### src/rtl/control_unit_pkg.sv
// Shared definitions for the control unit: field widths, instruction class
// and function encodings, ALU function codes and the FSM state type.
package definitions;

    localparam int INSTR_WIDTH    = 16;
    localparam int REG_ADDR_WIDTH = 3;
    localparam int FUNC_WIDTH     = 4;

    localparam logic [1:0] CLASS_ALU    = 2'b00;
    localparam logic [1:0] CLASS_LOAD   = 2'b01;
    localparam logic [1:0] CLASS_STORE  = 2'b10;
    localparam logic [1:0] CLASS_BRANCH = 2'b11;

    localparam logic [3:0] BR_LSS    = 4'h0;
    localparam logic [3:0] BR_EQL    = 4'h1;
    localparam logic [3:0] BR_GRT    = 4'h2;
    localparam logic [3:0] HALT_FUNC = 4'hF;

    // FUNC_SET is the idle code and must stay zero so reset drives funcCode low
    localparam logic [FUNC_WIDTH-1:0] FUNC_SET = 4'h0;
    localparam logic [FUNC_WIDTH-1:0] FUNC_ADD = 4'h1;
    localparam logic [FUNC_WIDTH-1:0] FUNC_SUB = 4'h2;
    localparam logic [FUNC_WIDTH-1:0] FUNC_AND = 4'h3;
    localparam logic [FUNC_WIDTH-1:0] FUNC_OR  = 4'h4;
    localparam logic [FUNC_WIDTH-1:0] FUNC_XOR = 4'h5;
    localparam logic [FUNC_WIDTH-1:0] FUNC_LSS = 4'hA;
    localparam logic [FUNC_WIDTH-1:0] FUNC_EQL = 4'hB;
    localparam logic [FUNC_WIDTH-1:0] FUNC_GRT = 4'hC;

    typedef enum logic [2:0] {
        IDLE      = 3'd0,
        FETCH     = 3'd1,
        DECODE    = 3'd2,
        EXECUTE   = 3'd3,
        MEMORY    = 3'd4,
        WRITEBACK = 3'd5,
        HALT      = 3'd6
    } cuState_t;

    typedef struct packed {
        logic [3:0]                func;
        logic [REG_ADDR_WIDTH-1:0] rd;
        logic [REG_ADDR_WIDTH-1:0] ra;
        logic [REG_ADDR_WIDTH-1:0] rb;
        logic                      isAlu;
        logic                      isLoad;
        logic                      isStore;
        logic                      isBranch;
        logic                      isHalt;
        logic                      isBranchCmp;
    } decodedInstr_t;

    function automatic logic [FUNC_WIDTH-1:0] branchFuncCode(input logic [3:0] func);
        case (func)
            BR_LSS:  return FUNC_LSS;
            BR_EQL:  return FUNC_EQL;
            BR_GRT:  return FUNC_GRT;
            default: return FUNC_SET;
        endcase
    endfunction

endpackage

### src/rtl/control_unit_instruction_decoder.sv
// Purely combinational split of an instruction word into register fields,
// function field and class flags.
module instruction_decoder
    import definitions::*;
(
    input  logic [INSTR_WIDTH-1:0] instr,
    output decodedInstr_t          fields
);

    logic [1:0] instrClass;
    logic       unusedBit;

    assign instrClass = instr[15:14];
    assign unusedBit  = instr[0];

    assign fields.func     = instr[13:10];
    assign fields.rd       = instr[9:7];
    assign fields.ra       = instr[6:4];
    assign fields.rb       = instr[3:1];
    assign fields.isAlu    = (instrClass == CLASS_ALU);
    assign fields.isLoad   = (instrClass == CLASS_LOAD);
    assign fields.isStore  = (instrClass == CLASS_STORE);
    assign fields.isBranch = (instrClass == CLASS_BRANCH) && (instr[13:10] != HALT_FUNC);
    assign fields.isHalt   = (instrClass == CLASS_BRANCH) && (instr[13:10] == HALT_FUNC);

    // Only the three comparison branches can ever be taken; others act as NOPs
    assign fields.isBranchCmp = (instrClass == CLASS_BRANCH) &&
                                ((instr[13:10] == BR_LSS) ||
                                 (instr[13:10] == BR_EQL) ||
                                 (instr[13:10] == BR_GRT));

endmodule

### src/rtl/control_unit.sv
// Multi-cycle control unit: fetches an instruction, decodes it and sequences
// the ALU, data memory, register file and PC strobes through a seven-state FSM.
module control_unit
    import definitions::*;
(
    input  logic                      _clock,
    input  logic                      _resetN,
    input  logic                      _start,
    input  logic [INSTR_WIDTH-1:0]    _instr,
    input  logic                      _instrValid,
    input  logic                      _memReady,
    input  logic                      _compareBit,
    input  logic                      _overflow,
    output logic                      instrReq,
    output logic [FUNC_WIDTH-1:0]     funcCode,
    output logic [REG_ADDR_WIDTH-1:0] rdAddr,
    output logic [REG_ADDR_WIDTH-1:0] raAddr,
    output logic [REG_ADDR_WIDTH-1:0] rbAddr,
    output logic                      regWrite,
    output logic                      memRead,
    output logic                      memWrite,
    output logic                      pcIncrement,
    output logic                      pcLoad,
    output logic                      overflowFlag,
    output logic                      halted
);

    cuState_t               state;
    cuState_t               nextState;
    logic [INSTR_WIDTH-1:0] instrReg;
    logic                   branchTaken;
    decodedInstr_t          dec;

    instruction_decoder decoder (
        .instr  (instrReg),
        .fields (dec)
    );

    always_ff @(posedge _clock or negedge _resetN) begin
        if (!_resetN) begin
            state <= IDLE;
        end else begin
            state <= nextState;
        end
    end

    // ALU flags are captured on the edge that closes EXECUTE so WRITEBACK sees them
    always_ff @(posedge _clock or negedge _resetN) begin
        if (!_resetN) begin
            instrReg     <= '0;
            branchTaken  <= 1'b0;
            overflowFlag <= 1'b0;
        end else begin
            if (state == FETCH && _instrValid) begin
                instrReg <= _instr;
            end
            if (state == EXECUTE) begin
                branchTaken <= dec.isBranchCmp && _compareBit;
                if (dec.isAlu && _overflow) begin
                    overflowFlag <= 1'b1;
                end
            end
        end
    end

    always_comb begin
        nextState   = state;
        instrReq    = 1'b0;
        funcCode    = FUNC_SET;
        regWrite    = 1'b0;
        memRead     = 1'b0;
        memWrite    = 1'b0;
        pcIncrement = 1'b0;
        pcLoad      = 1'b0;
        halted      = 1'b0;
        rdAddr      = '0;
        raAddr      = '0;
        rbAddr      = '0;

        if (state inside {DECODE, EXECUTE, MEMORY, WRITEBACK, HALT}) begin
            rdAddr = dec.rd;
            raAddr = dec.ra;
            rbAddr = dec.rb;
        end

        case (state)
            IDLE: begin
                if (_start) begin
                    nextState = FETCH;
                end
            end
            FETCH: begin
                instrReq = 1'b1;
                if (_instrValid) begin
                    nextState = DECODE;
                end
            end
            DECODE: begin
                nextState = dec.isHalt ? HALT : EXECUTE;
            end
            EXECUTE: begin
                if (dec.isAlu) begin
                    funcCode = dec.func;
                end else if (dec.isBranch) begin
                    funcCode = branchFuncCode(dec.func);
                end
                nextState = (dec.isLoad || dec.isStore) ? MEMORY : WRITEBACK;
            end
            MEMORY: begin
                memRead  = dec.isLoad;
                memWrite = dec.isStore;
                if (_memReady) begin
                    nextState = WRITEBACK;
                end
            end
            WRITEBACK: begin
                regWrite = dec.isAlu || dec.isLoad;
                if (branchTaken) begin
                    pcLoad = 1'b1;
                end else begin
                    pcIncrement = 1'b1;
                end
                nextState = FETCH;
            end
            HALT: begin
                halted = 1'b1;
            end
            default: begin
                nextState = IDLE;
            end
        endcase
    end

endmodule

### config.mk
export PLATFORM = sky130hd
export DESIGN_NAME = control_unit
export DESIGN_NICKNAME = d
export VERILOG_FILES = /design/src/rtl/control_unit_pkg.sv /design/src/rtl/control_unit_instruction_decoder.sv /design/src/rtl/control_unit.sv
export SDC_FILE = /design/constraint.sdc
export NUM_CORES = 1
export LEC_CHECK = 0
export CELL_PAD_IN_SITES_DETAIL_PLACEMENT = 0
export CELL_PAD_IN_SITES_GLOBAL_PLACEMENT = 2
export CORE_ASPECT_RATIO = 0.6
export CORE_MARGIN = 10
export CORE_UTILIZATION = 35
export CTS_BUF_LIST = sky130_fd_sc_hd__clkbuf_2 sky130_fd_sc_hd__clkbuf_4 sky130_fd_sc_hd__clkbuf_8
export DETAILED_ROUTE_END_ITERATION = 12
export DONT_BUFFER_PORTS = 1
export PLACE_DENSITY_LB_ADDON = 0.1
export SYNTH_ARGS = -nofsm -noshare
export SYNTH_HDL_FRONTEND = slang
export SYNTH_SLANG_ARGS = --single-unit
### constraint.sdc
create_clock -name _clock -period 1.6 [get_ports _clock]
set_input_delay 0.48 -clock _clock [delete_from_list [all_inputs] [get_ports _clock]]
set_output_delay 0.48 -clock _clock [all_outputs]
set_load 0.03 [all_outputs]
==> results of run 1 <==
==> Yosys cell counts, types with 2 or more instances <==
| library cell | instances |
|---|---|
| o21ai_1 | 4 |
| nand3b_1 | 3 |
| a21oi_1 | 3 |
| nor4b_1 | 2 |
| buf_6 | 2 |
| nor3b_1 | 3 |
| a211oi_1 | 2 |
| inv_1 | 7 |
| nand2_1 | 11 |
| nor2_1 | 8 |
| mux2_4 | 12 |
| buf_2 | 2 |
| and2_1 | 9 |
| dfrtp_1 | 20 |
| ha_1 | 4 |
==> path summary, 6_finish.rpt <==
check                               endpoint  cells after the start
worst min register to register   instrReg[9]                      1
min in group asynchronous       instrReg[11]                      1
worst max register to register      state[0]                      6
worst min-delay path            instrReg[15]                      2
max in group asynchronous           state[1]                      1
worst max-delay path             funcCode[3]                      6
==> registers in the layout, summed over array words and instances, names as in the netlist <==
register      cells
branchTaken       1
instrReg         15
overflowFlag      1
state             3
==> cells by family (layout without fill, tap and decap cells) <==
logic type,after synthesis,in the layout
AOI/OAI and AO/OA,15,15
adders and majority gates,4,4
buffers and inverters,13,51
DFF,20,20
muxes,12,12
and+or+nand+nor,44,44
==> through the flow <==
step / hold slack, ps / power [W]
floorplan: 184 / 0.00243
global placement: 185 / 0.00298
detailed placement: 185 / 0.00301
CTS: 333 / 0.00402
global route: 333 / 0.00431
finish: 337 / 0.00407
==> metal layers <==
metal  global-route usage  up-vias  routed length, µm
met3               0.0374        2                266
li1                     -      445                  -
met1                0.131      442               1480
met4               0.0223        0                 29
met5                    0        -                  0
met2                0.164       30               1490
==> worst register-to-register path: cells and delay by family (launching register included) <==
kind                     cells  cell delay [ps]
buffers and inverters        2              210
adder cells (fa/ha/maj)      1              200
AO/OA/AOI/OAI                2              310
flip-flops                   1              390
AND/OR/NAND/NOR              1              380
==> power by group through the flow <==
stage / registers (W) / clock network [W] / logic [W]
final: 0.00100 / 0.000510 / 0.00256
after global routing: 0.00103 / 0.000546 / 0.00273
after CTS: 0.000981 / 0.000519 / 0.00252
after detailed placement: 0.000968 / 0 / 0.00205
after global placement: 0.000968 / 0 / 0.00201
after floorplan: 0.000919 / 0 / 0.00151
==> placed cells by master (no fill, tap or decap), drive strengths merged, types with 2 or more instances in the layout <==
master and instances:
buf 39, dfrtp 20, mux2 12, nand2 11, and2 9, nor2 9, inv 7, o21ai 4
a21oi 4, nor3b 4, ha 4, nand3b 3, clkbuf 3, a211oi 3, nor4b 2
==> area by class of cell <==
cell class                 instances  area (µm²)  area share
inverter                           7        36.3      0.0202
timing repair buffer              40         382       0.212
sequential                        20         502       0.279
multi-input combinational         75         752       0.418
tap                               45        56.3      0.0313
clock buffer                       3        41.3      0.0229
clock inverter                     1        30.0      0.0167
==> timing repair <==
item                                    in CTS  in global routing
hold buffers                                 1                  0
endpoints found under the setup margin      21                 21
buffers inserted                             7                  1
gates resized for setup                     44                  6
pin swaps                                   13                  3
endpoints found under the hold margin       20                  0
==> results_dict.tcl, run 1 <==
set metrics [dict create \
    run_status "finished, violations left" \
    violations "setup timing" \
    layout.nets 174 \
    p_per_area_mw_per_mm2 2260 \
    path_delay_family "flip-flops" \
    grt_max_degree 21 \
    maxSlewViolCount 0 \
    yosys.area_share.simple 0.226 \
    vias 919 \
    swShare 0.403 \
    min-delay-start "_instr[15]" \
    clkPwrFrac 0.125 \
    root_buffer "clkbuf_8" \
    ys_seq_elements 20 \
    antenna_left 0 \
    yosysSeqAreaShare 0.421 \
    core.rowCount 16 \
    drive_gt1_frac 0.623 \
    cts_tree "built" \
    drc_errors 0 \
    synthAdderAreaFrac 0.0421 \
    ys_top_cells_by_area "dfrtp_1, mux2_4, and2_1" \
    power.switching_w 0.00164 \
    drt_iter0_markers 26 \
    clk_pin_slew_ps 80 \
    dp_slack_ps -187 \
    synth_ff_type "dfrtp_1" \
    track_usage 0.103 \
    initial_core_util 0.364 \
    rsz0062_at_grt "yes" \
    synth_top_cell_by_area "dfrtp_1" \
    startpoint "instrReg[14]" \
    synthArstFlopShare 1.00 \
    tightestPinTransition_ps 923 \
    final_core_util 0.551 \
    r2r_slack_ps 40 \
    end_kind "primary output" \
    holdCritPathClass "in2reg" \
    sequentialPowerShare 0.246 \
    fmax_ghz 0.494 \
    combinationalPowerShare 0.629 \
    grt_pass1_wl_mm 5.08 \
    clock_path_buffers 2 \
    nFillCells 269 \
    pin_count 44 \
    yosys_warnings 0 \
    first_pass_iters 4 \
    min_period_ps 2020 \
    ys_types 31 \
    grt_pass1_vias 971 \
    grt_antenna_before_repair 0 \
    cp_num_buf_inv 2 \
    syn_area_per_cell_um2 11.0 \
    syn_nets 135 \
    synth-compound-area-share 0.0896 \
    post-dp-hpwl_mm 2.43 \
    cp.required_ps 1120 \
    path_class "reg2out" \
    final_cell_area_mm2 0.00180 \
    synth_area_mm2 0.00119 \
    htree_levels 1 \
    hold_viol_final 0 \
    core-area_mm2 0.00326 \
    cellInternalPower_w 0.00243 \
    worst_skew_pair.late_latency_ps 260 \
    numCtsBuffers 3 \
    dpl_cell_area_mm2 0.00150 \
    critPathMaxStageDelay_ps 370 \
    final.setup_skew_ps 3.11 \
    port_buffers 0 \
    setup_viol 20 \
    synth_top_family_by_area "simple AND/OR/NAND/NOR gates" \
    area_growth_pct 51.5 \
    worst_setup_path_start_kind "flip-flop" \
    fin_crit_sh 1.27 \
    critPathMaxFanout 4 \
    postSynthCellCount 108 \
    grt-ovfl-total 0 \
    synthMuxAreaShare 0.152 \
    fin_cells 191 \
    dieArea_mm2 0.00620 \
    ir_drop_v 0.000857 \
    via_per_inst 4.81 \
    yosys.area.top_type_share 0.421 \
    clock-sinks 20 \
    antenna_cells 0 \
    synth_edf_count 0 \
    relSlewSlack 0.385 \
    tns_ps -5070 \
    cp_cell_sequence "ha_1 -> nor3b_2 -> buf_4 -> nand3b_1 -> a21oi_2 -> buf_6" \
    fp.dieW_um 95.2 \
    finalWirelength_mm 3.27 \
    die_y_um 65.1 \
    r2r_start "instrReg[15]" \
    cap_violations 0 \
    critPathArrivalTime_ps 1540 \
    p_leak_nw 0.797 \
    cp_slowest_cell "dfrtp_1" \
    routabilityCongestion 0.778 \
    dp_cells 179 \
    fin_ws_ps -424 \
    synthXorXnorAreaFrac 0 \
    wire_per_inst_um 17.1 \
]
Power figures use the tool's default switching activity.
==> run 2, diff against run 1 <==
--- a/config.mk
+++ b/config.mk
@@ -16,4 +16,5 @@
 export PLACE_DENSITY_LB_ADDON = 0.1
 export SYNTH_ARGS = -nofsm -noshare
 export SYNTH_HDL_FRONTEND = slang
+export SYNTH_HIERARCHICAL = 1
 export SYNTH_SLANG_ARGS = --single-unit
==> results_dict.tcl, run 2 <==
set metrics [dict create \
    first_pass_iters 4 \
    worst_skew_pair.late_latency_ps 260 \
    syn_nets 139 \
    grt_pass1_wl_mm 5.24 \
    wire_per_inst_um 17.8 \
    antenna_cells 0 \
    finalWirelength_mm 3.24 \
    run_status "finished, violations left" \
    min_to "branchTaken" \
    grt_max_degree 21 \
    top_register "instrReg" \
    setup_viol 35 \
    post-dp-hpwl_mm 2.39 \
    die_y_um 65.3 \
    clock_path_buffers 2 \
    min_period_ps 2490 \
    drt_iter0_markers 47 \
    pin_count 44 \
    relSlewSlack 0.395 \
    tns_ps -6650 \
    holdCritPathClass "in2reg" \
    dpl_cell_area_mm2 0.00153 \
    numCtsBuffers 3 \
    tightestPinTransition_ps 907 \
    critPathMaxFanout 3 \
    initial_core_util 0.366 \
    final_cell_mix "buf_4, dfrtp_1, mux2_4, buf_6, and2_4" \
    clock-sinks 20 \
    cp.required_ps 1120 \
    sequentialPowerShare 0.248 \
    r2r_cells 6 \
    fmax_ghz 0.402 \
    min_path_cells 2 \
    worst_setup_path_start_kind "flip-flop" \
    routabilityCongestion 0.748 \
    hold_viol_final 0 \
    final.setup_skew_ps 7.43 \
    clk_pin_slew_ps 70 \
    dieArea_mm2 0.00623 \
    critPathArrivalTime_ps 2010 \
    via_per_inst 4.86 \
    path_class "reg2out" \
    combinationalPowerShare 0.669 \
    vias 884 \
    postSynthCellCount 116 \
    p_per_area_mw_per_mm2 2200 \
    drc_errors 0 \
    hold_slack_ps 359 \
    cp_slowest_cell "or4b_4" \
    drive_gt1_frac 0.693 \
    layout_commonest_cell "buf_4" \
    startpoint "instrReg[12]" \
    grt_antenna_before_repair 0 \
    core.rowCount 16 \
    r2r_start "state[2]" \
    final_cell_area_mm2 0.00179 \
    track_usage 0.107 \
    fin_crit_sh 1.55 \
    syn_area_per_cell_um2 10.3 \
    grt-ovfl-total 0 \
    cp_num_buf_inv 0 \
    reg2reg_to "instrReg[10]" \
    violations "setup timing" \
    path_delay_family "simple AND/OR/NAND/NOR gates" \
    clkPwrFrac 0.082 \
    cp_cell_sequence "nand4_1 -> nor2b_1 -> or3b_4 -> or4b_4 -> a21oi_4" \
    rsz0062_at_grt "yes" \
    end_kind "primary output" \
    cellInternalPower_w 0.00230 \
    power.switching_w 0.00164 \
    r2r_slack_ps -50 \
    ir_drop_v 0.00100 \
    cap_violations 0 \
    largest_register_ff_count 15 \
    port_buffers 0 \
    htree_levels 1 \
    cts_tree "built" \
    core-area_mm2 0.00326 \
    synth_area_mm2 0.00119 \
    swShare 0.416 \
    grt_pass1_vias 974 \
    largestRegisters "instrReg (15), state (3)" \
    fin_ws_ps -887 \
    p_leak_nw 0.772 \
    fp.dieW_um 95.4 \
    maxSlewViolCount 0 \
    area_growth_pct 49.6 \
    root_buffer "clkbuf_8" \
    layout.nets 162 \
    antenna_left 0 \
    yosys_warnings 6 \
    critPathMaxStageDelay_ps 500 \
    min-delay-start "_compareBit" \
]
-- run 2: how the worst max path moves through the flow --
stage | end | slack [ps] | depth (start not counted)
finish | funcCode[2] | -890 | 5
global route | funcCode[2] | -980 | 5
CTS | funcCode[2] | -910 | 5
detailed placement | funcCode[2] | -630 | 5
global placement | funcCode[2] | -600 | 5
floorplan | funcCode[2] | -630 | 5
-- run 2: per-stage QoR --
step / setup slack [ps] / std cells / power (W) / utilization
3_5_place_dp: -631 / 170 / 0.00314 / 0.469
6_report: -887 / 182 / 0.00394 / 0.548
4_1_cts: -913 / 180 / 0.00395 / 0.544
3_3_place_gp: -605 / 170 / 0.00308 / 0.469
2_1_floorplan: -635 / 116 / 0.00278 / -
5_1_grt: -979 / 182 / 0.00420 / 0.548
-- run 2: worst reg2reg max path, cell delays in order (launching register included) --
cell	delay [ps]
dfrtp_2	450
buf_6	130
buf_6	110
nor3b_4	190
and2_4	210
buf_12	140
mux2_4	310
-- run 2: per-layer routing --
metal | GRT usage | part of all wire
met2 | 0.160 | 0.46
met3 | 0.0522 | 0.097
met1 | 0.138 | 0.45
met5 | 0 | 0
met4 | 0.0165 | 0
-- run 2: repair_timing --
item,4_1_cts,5_1_grt
hold buffers,1,0
setup endpoints to repair,35,38
gates resized for setup,37,8
pin swaps,15,12
hold endpoints to repair,20,0
buffers inserted,5,7
gates cloned,2,0
-- run 2: power groups by stage --
stage | Clock (W) | Combinational (W) | Sequential (W)
finish | 0.000323 | 0.00263 | 0.000978
floorplan | 0 | 0.00181 | 0.000969
global route | 0.000357 | 0.00283 | 0.00101
CTS | 0.000336 | 0.00263 | 0.000983
detailed placement | 0 | 0.00216 | 0.000972
global placement | 0 | 0.00212 | 0.000958
-- run 2: final cells by class --
class / count / area, µm²
timing repair buffer: 36 / 367
multi-input combinational: 76 / 812
sequential: 20 / 504
fill: 284 / 1480
tap: 45 / 56.3
clock buffer: 3 / 41.3
inverter: 2 / 7.51
==> run 3, diff against run 2 <==
--- a/config.mk
+++ b/config.mk
@@ -11,6 +11,7 @@
 export CORE_MARGIN = 10
 export CORE_UTILIZATION = 35
 export CTS_BUF_LIST = sky130_fd_sc_hd__clkbuf_2 sky130_fd_sc_hd__clkbuf_4 sky130_fd_sc_hd__clkbuf_8
+export CTS_CLUSTER_DIAMETER = 100
 export DETAILED_ROUTE_END_ITERATION = 12
 export DONT_BUFFER_PORTS = 1
 export PLACE_DENSITY_LB_ADDON = 0.1
==> results of run 3 <==
Same layout as run 2: the final DEF is identical, and so are final timing and power.
